File: src/rtl/mc_ctrl_pkg.sv
// Shared encodings for the multicycle MIPS controller: FSM states, opcodes,
// R-type funct codes, ALU operation classes and ALU control codes.
package mc_ctrl_pkg;

  typedef enum logic [3:0] {
    S_FETCH   = 4'd0,
    S_DECODE  = 4'd1,
    S_MEMADR  = 4'd2,
    S_MEMRD   = 4'd3,
    S_MEMWB   = 4'd4,
    S_MEMWR   = 4'd5,
    S_RTYPEEX = 4'd6,
    S_RTYPEWB = 4'd7,
    S_BEQEX   = 4'd8,
    S_IMMEX   = 4'd9,
    S_IMMWB   = 4'd10,
    S_JEX     = 4'd11,
    S_BNEEX   = 4'd12
  } state_t;

  typedef enum logic [1:0] {
    ALUOP_ADD   = 2'd0,
    ALUOP_SUB   = 2'd1,
    ALUOP_FUNCT = 2'd2,
    ALUOP_IMM   = 2'd3
  } aluop_t;

  localparam logic [5:0] OP_RTYPE = 6'h00;
  localparam logic [5:0] OP_J     = 6'h02;
  localparam logic [5:0] OP_BEQ   = 6'h04;
  localparam logic [5:0] OP_BNE   = 6'h05;
  localparam logic [5:0] OP_ADDI  = 6'h08;
  localparam logic [5:0] OP_SLTI  = 6'h0a;
  localparam logic [5:0] OP_ANDI  = 6'h0c;
  localparam logic [5:0] OP_ORI   = 6'h0d;
  localparam logic [5:0] OP_LW    = 6'h23;
  localparam logic [5:0] OP_SW    = 6'h2b;

  localparam logic [5:0] F_ADD = 6'h20;
  localparam logic [5:0] F_SUB = 6'h22;
  localparam logic [5:0] F_AND = 6'h24;
  localparam logic [5:0] F_OR  = 6'h25;
  localparam logic [5:0] F_SLT = 6'h2a;

  localparam logic [2:0] ALU_ADD = 3'b010;
  localparam logic [2:0] ALU_SUB = 3'b110;
  localparam logic [2:0] ALU_AND = 3'b000;
  localparam logic [2:0] ALU_OR  = 3'b001;
  localparam logic [2:0] ALU_SLT = 3'b111;

  function automatic logic is_ext_op(input logic [5:0] op);
    return (op == OP_BNE) || (op == OP_ANDI) || (op == OP_ORI) || (op == OP_SLTI);
  endfunction

endpackage

File: src/rtl/mc_aludec.sv
// ALU decoder: maps the FSM's operation class plus op/funct to a 3-bit ALU
// control code, and flags whether funct names a supported R-type operation.
module mc_aludec
  import mc_ctrl_pkg::*;
(
  input  aluop_t     aluop_i,
  input  logic [5:0] op_i,
  input  logic [5:0] funct_i,
  output logic [2:0] alucontrol_o,
  output logic       funct_valid_o
);

  // Kept separate from the code mux so it depends on funct alone.
  assign funct_valid_o = (funct_i == F_ADD) || (funct_i == F_SUB) ||
                         (funct_i == F_AND) || (funct_i == F_OR)  ||
                         (funct_i == F_SLT);

  always_comb begin
    alucontrol_o = ALU_ADD;
    case (aluop_i)
      ALUOP_ADD: alucontrol_o = ALU_ADD;
      ALUOP_SUB: alucontrol_o = ALU_SUB;
      ALUOP_FUNCT: begin
        case (funct_i)
          F_SUB:   alucontrol_o = ALU_SUB;
          F_AND:   alucontrol_o = ALU_AND;
          F_OR:    alucontrol_o = ALU_OR;
          F_SLT:   alucontrol_o = ALU_SLT;
          default: alucontrol_o = ALU_ADD;
        endcase
      end
      ALUOP_IMM: begin
        case (op_i)
          OP_ANDI: alucontrol_o = ALU_AND;
          OP_ORI:  alucontrol_o = ALU_OR;
          OP_SLTI: alucontrol_o = ALU_SLT;
          default: alucontrol_o = ALU_ADD;
        endcase
      end
      default: alucontrol_o = ALU_ADD;
    endcase
  end

endmodule

File: src/rtl/mc_controller_ext.sv
// Multicycle MIPS control unit: state register, next-state logic and
// combinational strobe decode, with optional memory wait-state handshake.
module mc_controller_ext
  import mc_ctrl_pkg::*;
#(
  parameter bit MEM_HANDSHAKE = 1'b1,
  parameter bit ENABLE_EXT    = 1'b1
) (
  input  logic       clk,
  input  logic       reset,
  input  logic [5:0] op,
  input  logic [5:0] funct,
  input  logic       zero,
  input  logic       mem_ready,
  output logic       pcen,
  output logic       memwrite,
  output logic       irwrite,
  output logic       regwrite,
  output logic       alusrca,
  output logic [1:0] alusrcb,
  output logic       iord,
  output logic       memtoreg,
  output logic       regdst,
  output logic       immext,
  output logic [1:0] pcsrc,
  output logic [2:0] alucontrol,
  output logic       illegal,
  output logic [3:0] state
);

  state_t state_q, state_d;
  aluop_t aluop;
  logic   mem_rdy, funct_valid, op_ok;
  logic   pcwrite, branch, bne_br;

  assign mem_rdy = MEM_HANDSHAKE ? mem_ready : 1'b1;

  mc_aludec u_aludec (
    .aluop_i       (aluop),
    .op_i          (op),
    .funct_i       (funct),
    .alucontrol_o  (alucontrol),
    .funct_valid_o (funct_valid)
  );

  always_comb begin
    op_ok = 1'b0;
    case (op)
      OP_RTYPE:                       op_ok = funct_valid;
      OP_LW, OP_SW, OP_ADDI,
      OP_BEQ, OP_J:                   op_ok = 1'b1;
      default:                        op_ok = ENABLE_EXT && is_ext_op(op);
    endcase
  end

  always_ff @(posedge clk or negedge reset) begin
    if (!reset) state_q <= S_FETCH;
    else        state_q <= state_d;
  end

  always_comb begin
    state_d = state_q;
    case (state_q)
      S_FETCH:  state_d = mem_rdy ? S_DECODE : S_FETCH;
      S_DECODE: begin
        state_d = S_FETCH;
        if (op_ok) begin
          case (op)
            OP_LW, OP_SW:                     state_d = S_MEMADR;
            OP_RTYPE:                         state_d = S_RTYPEEX;
            OP_ADDI, OP_ANDI, OP_ORI, OP_SLTI: state_d = S_IMMEX;
            OP_BEQ:                           state_d = S_BEQEX;
            OP_BNE:                           state_d = S_BNEEX;
            OP_J:                             state_d = S_JEX;
            default:                          state_d = S_FETCH;
          endcase
        end
      end
      S_MEMADR:  state_d = (op == OP_LW) ? S_MEMRD : S_MEMWR;
      S_MEMRD:   state_d = mem_rdy ? S_MEMWB : S_MEMRD;
      S_MEMWR:   state_d = mem_rdy ? S_FETCH : S_MEMWR;
      S_RTYPEEX: state_d = S_RTYPEWB;
      S_IMMEX:   state_d = S_IMMWB;
      default:   state_d = S_FETCH;
    endcase
  end

  always_comb begin
    pcwrite  = 1'b0;
    branch   = 1'b0;
    bne_br   = 1'b0;
    memwrite = 1'b0;
    irwrite  = 1'b0;
    regwrite = 1'b0;
    alusrca  = 1'b0;
    alusrcb  = 2'b00;
    iord     = 1'b0;
    memtoreg = 1'b0;
    regdst   = 1'b0;
    immext   = 1'b0;
    pcsrc    = 2'b00;
    aluop    = ALUOP_ADD;
    illegal  = 1'b0;
    case (state_q)
      S_FETCH: begin
        alusrcb = 2'b01;
        irwrite = mem_rdy;
        pcwrite = mem_rdy;
      end
      S_DECODE: begin
        alusrcb = 2'b11;
        illegal = ~op_ok;
      end
      S_MEMADR: begin
        alusrca = 1'b1;
        alusrcb = 2'b10;
      end
      S_MEMRD: iord = 1'b1;
      S_MEMWB: begin
        regwrite = 1'b1;
        memtoreg = 1'b1;
      end
      S_MEMWR: begin
        iord     = 1'b1;
        memwrite = 1'b1;
      end
      S_RTYPEEX: begin
        alusrca = 1'b1;
        aluop   = ALUOP_FUNCT;
      end
      S_RTYPEWB: begin
        regwrite = 1'b1;
        regdst   = 1'b1;
      end
      S_IMMEX: begin
        alusrca = 1'b1;
        alusrcb = 2'b10;
        aluop   = ALUOP_IMM;
        immext  = (op == OP_ANDI) || (op == OP_ORI);
      end
      S_IMMWB: regwrite = 1'b1;
      S_BEQEX: begin
        alusrca = 1'b1;
        aluop   = ALUOP_SUB;
        pcsrc   = 2'b01;
        branch  = 1'b1;
      end
      S_BNEEX: begin
        alusrca = 1'b1;
        aluop   = ALUOP_SUB;
        pcsrc   = 2'b01;
        bne_br  = 1'b1;
      end
      S_JEX: begin
        pcsrc   = 2'b10;
        pcwrite = 1'b1;
      end
      default: ;
    endcase
  end

  assign pcen  = pcwrite | (branch & zero) | (bne_br & ~zero);
  assign state = state_q;

endmodule

File: config.mk
export PLATFORM = sky130hd
export DESIGN_NAME = mc_controller_ext
export DESIGN_NICKNAME = d
export VERILOG_FILES = /design/src/rtl/mc_ctrl_pkg.sv /design/src/rtl/mc_aludec.sv /design/src/rtl/mc_controller_ext.sv
export SDC_FILE = /design/constraint.sdc
export NUM_CORES = 1
export LEC_CHECK = 0
export BUFFER_PORTS_ARGS = -buffer_cell sky130_fd_sc_hd__buf_2
export CELL_PAD_IN_SITES_DETAIL_PLACEMENT = 1
export CELL_PAD_IN_SITES_GLOBAL_PLACEMENT = 1
export CORE_ASPECT_RATIO = 1.4
export CORE_MARGIN = 5
export CORE_UTILIZATION = 27
export DETAILED_ROUTE_END_ITERATION = 8
export GPL_ROUTABILITY_DRIVEN = 0
export MAX_ROUTING_LAYER = met4
export PLACE_DENSITY = 0.74
export SLEW_MARGIN = 20
export SYNTH_ARGS = -nofsm -noshare
export SYNTH_HDL_FRONTEND = slang
export SYNTH_HIERARCHICAL = 1
export SYNTH_SLANG_ARGS = --single-unit
File: constraint.sdc
create_clock -name clk -period 1.3 [get_ports clk]
set_input_delay 0 -clock clk [delete_from_list [all_inputs] [get_ports clk]]
set_output_delay 0 -clock clk [all_outputs]
set_load 0.01 [all_outputs]
==> impl_results.md <==
* CTS Buf Count at 3
* Clock skew at approximately 0.014 ns
* CTS H-tree lvls at 1
* Clk root buf: clkbuf_4
* Detail Route Antenna Nets at 0
* CP bufs+invs at 1
* Synthesis warning total at 6
* Clock Sinks at 4
* CP Max Fanout at 3
* Fmax at 0.5568 GHz
* VDD IR max at 0.7357 mV
* CTS tree: built
* Via density at roughly 5.4
* Die area at about 0.0039 mm^2
* RSZ-0062 raised after global routing: yes
* Synth-to-Final Area Change at 111.9%
* Synth top area share at between 10% and 20%
* Clock Tree Buf Depth at 2
* Setup_tns at -6.201 ns
* Boundary pin count at 37
* PnR worst setup slack at -0.4961 ns
* CP Class: reg -> out
* Pwr/cell area at approximately 1100 mW/mm^2
* Area contributors post-synth: dfrtp_1, nor2_1, nor2b_1, mux2i_1, nor3_1
* Number of global-route vias before repair at between 1,000 and 1,500
* Min-delay worst type: in -> async
* Status: complete, but fails checks
* Synthesized area at ~740 um^2
* Arrival time at the worst endpoint at 1.80 ns
* Share of cells above drive strength 1 at a little over two thirds
* Synth Net Count at 117
* Area post-placement at 0.001100 mm^2
* Synth Instances at about 100
* Post-synthesis sequential area ratio at 13.61%
* Count of pins over their slew limit at 0
* Clk slew on worst S/H paths at around 0.050 ns
* Period minus WS final at roughly 1.8 ns
* Total gr overflow at 0
* Slew headroom at between 70% and 80%
* Yosys cell types at between 40 and 50
* Die Wd at 54.12 um
* Fin nets at 190
* Failing checks: negative setup slack
* HPWL Detailed at ~2.4 mm
* Max_cap viols at 0
* Port buffer count at 36
* FF+latch count, synth at 4
* Die Height at 71.77 um
* Drt wl/cell at 19.50 um
* Pre-Repair DR Iteration Count at 4
* Total number of vias at approximately 1,100
* Drt total wl at 4.057 mm
* Final Cell Area at around 0.0016 mm^2
* CP Launch Type: flip-flop
* Setup violations, final at 22
* Area leader, netlist: dfrtp_1
* Worst Path Required at around 1.3 ns
* Slowest CP cell: dfrtp_1
* Initial Util at approximately 28%
* Crit end category: output pin
* Crit-path cells: nand2b_4 > or2_4 > nand2_4 > and4bb_2 > and3b_1 > o21ai_2 > buf_2
* Ant diodes at 0
* Max reg flops at 4
* Core footprint at 0.002615 mm^2
* Largest net degree at the start of global routing at 15
* # DRC at 0
* Max incr delay on CP at between 0.4 and 0.5 ns
* Mean Syn Cell Area at roughly 7.3 um^2
* First-pass GRT wire length at 5.802 mm
* Worst path top cell family by delay: simple AND/OR/NAND/NOR gates
* Iteration-0 DRC Markers at 19
* Gr usage total at around 21%
* Initial antenna violation count at 0
* Leakage at 0.0007192 uW
* Final hold vios at 0
* Number of core rows at 22
* Period utilization at 138.2%
* Worst-Margin Slew at approximately 0.43 ns
* Worst skew pair latency at between 0.2 and 0.3 ns
-- repair_timing --
action,CTS,global route
resized for setup,39,29
hold buffers,1,0
hold endpoints to repair,4,0
endpoints found under the setup margin,15,23
buffers inserted,12,8
pin swaps,9,10
-- Yosys cell counts --
cell and n:
nor2_1 14, buf_1 1, a21oi_1 4, o32ai_1 2, o21ai_1 2, and3b_1 2, o32ai_2 1, nor3b_1 1
or4_4 1, xor2_1 1, nor4b_4 1, a32oi_1 1, clkbuf_1 4, nand3_1 3, mux2_2 1, buf_2 1
nand2_1 6, o21ai_0 4, xnor2_1 2, and3_1 3, a31o_1 1, dfrtp_1 4, nand2b_1 4, a22oi_1 1
mux2_4 1, nor3b_2 2, a21o_2 1, inv_1 3, or3_1 1, mux2i_1 3, o21ba_2 1, or2_2 2
a211o_1 1, a21o_1 1, nor3_1 6, o31ai_1 1, nor4_1 3, and4bb_1 2, o211ai_1 1, nor2b_1 6
a211o_2 1
-- logic make-up after synthesis --
group,after synthesis,share of synthesized area [%]
XOR/XNOR,3,3.572
buffers and inverters,9,4.760
AO/OA/AOI/OAI,23,22.96
flip-flops,4,13.61
multiplexers,5,7.653
AND/OR/NAND/NOR,57,47.45
-- cell usage in the layout, fill, tap and decap left out, types with 3 or more instances in the layout --
cell type / count
nor2_4: 5
nor3_1: 4
buf_6: 23
nand2b_4: 4
nor2b_1: 4
nor2_1: 8
buf_2: 28
buf_4: 22
inv_1: 3
clkbuf_4: 3
-- final cells by class --
cell class / count / area, um^2
tap: 36 / 45.04
timing repair buffer: 74 / 574.3
fill: 315 / 1056
multi-input combinational: 88 / 803.3
clock buffer: 3 / 22.52
inverter: 3 / 11.26
sequential: 4 / 102.6
-- power by group --
group | internal, uW | switching (uW)
sequential | 152 | 47.4
combinational | 694 | 630
clock | 104 | 68.6
-- metrics by stage --
stage | hold slack, ns | util (%) | worst slack, ns | instances | power (uW)
CTS | 0.08857 | 53.06 | -0.4296 | 202 | 1453
detailed placement | -0.1872 | 42.06 | -0.2076 | 186 | 956.2
global placement | -0.1894 | 42.06 | -0.1248 | 186 | 930.0
finish | 0.1314 | 59.62 | -0.4961 | 208 | 1697
global route | 0.1551 | 59.62 | -0.5506 | 208 | 1787
floorplan | -0.2956 | - | -0.09127 | 101 | 591.6
-- metal layers --
metal  GRT usage, %  part of all wire (%)  vias to the layer above
met5              -                     0                        -
li1               -                     -                      517
met3          2.911                   4.0                       16
met2          37.33                    56                       47
met1          19.05                    34                      548
met4          13.85                   5.7                        0
-- final timing paths --
| path | startpoint | endpoint | slack, ns | depth (start not counted) |
|---|---|---|---|---|
| setup reg to reg | state[1]$_DFF_PN0_ | state[1]$_DFF_PN0_ | -0.47 | 10 |
| hold reg to reg | state[2]$_DFF_PN0_ | state[3]$_DFF_PN0_ | 0.84 | 4 |
| min in group clk | op[4] | state[3]$_DFF_PN0_ | 0.25 | 5 |
| hold / removal | reset | state[1]$_DFF_PN0_ | 0.13 | 2 |
| max in group asynchronous | reset | state[3]$_DFF_PN0_ | 1.01 | 2 |
| setup / recovery | state[1]$_DFF_PN0_ | alucontrol[1] | -0.50 | 7 |
Power figures use the tool's default switching activity.
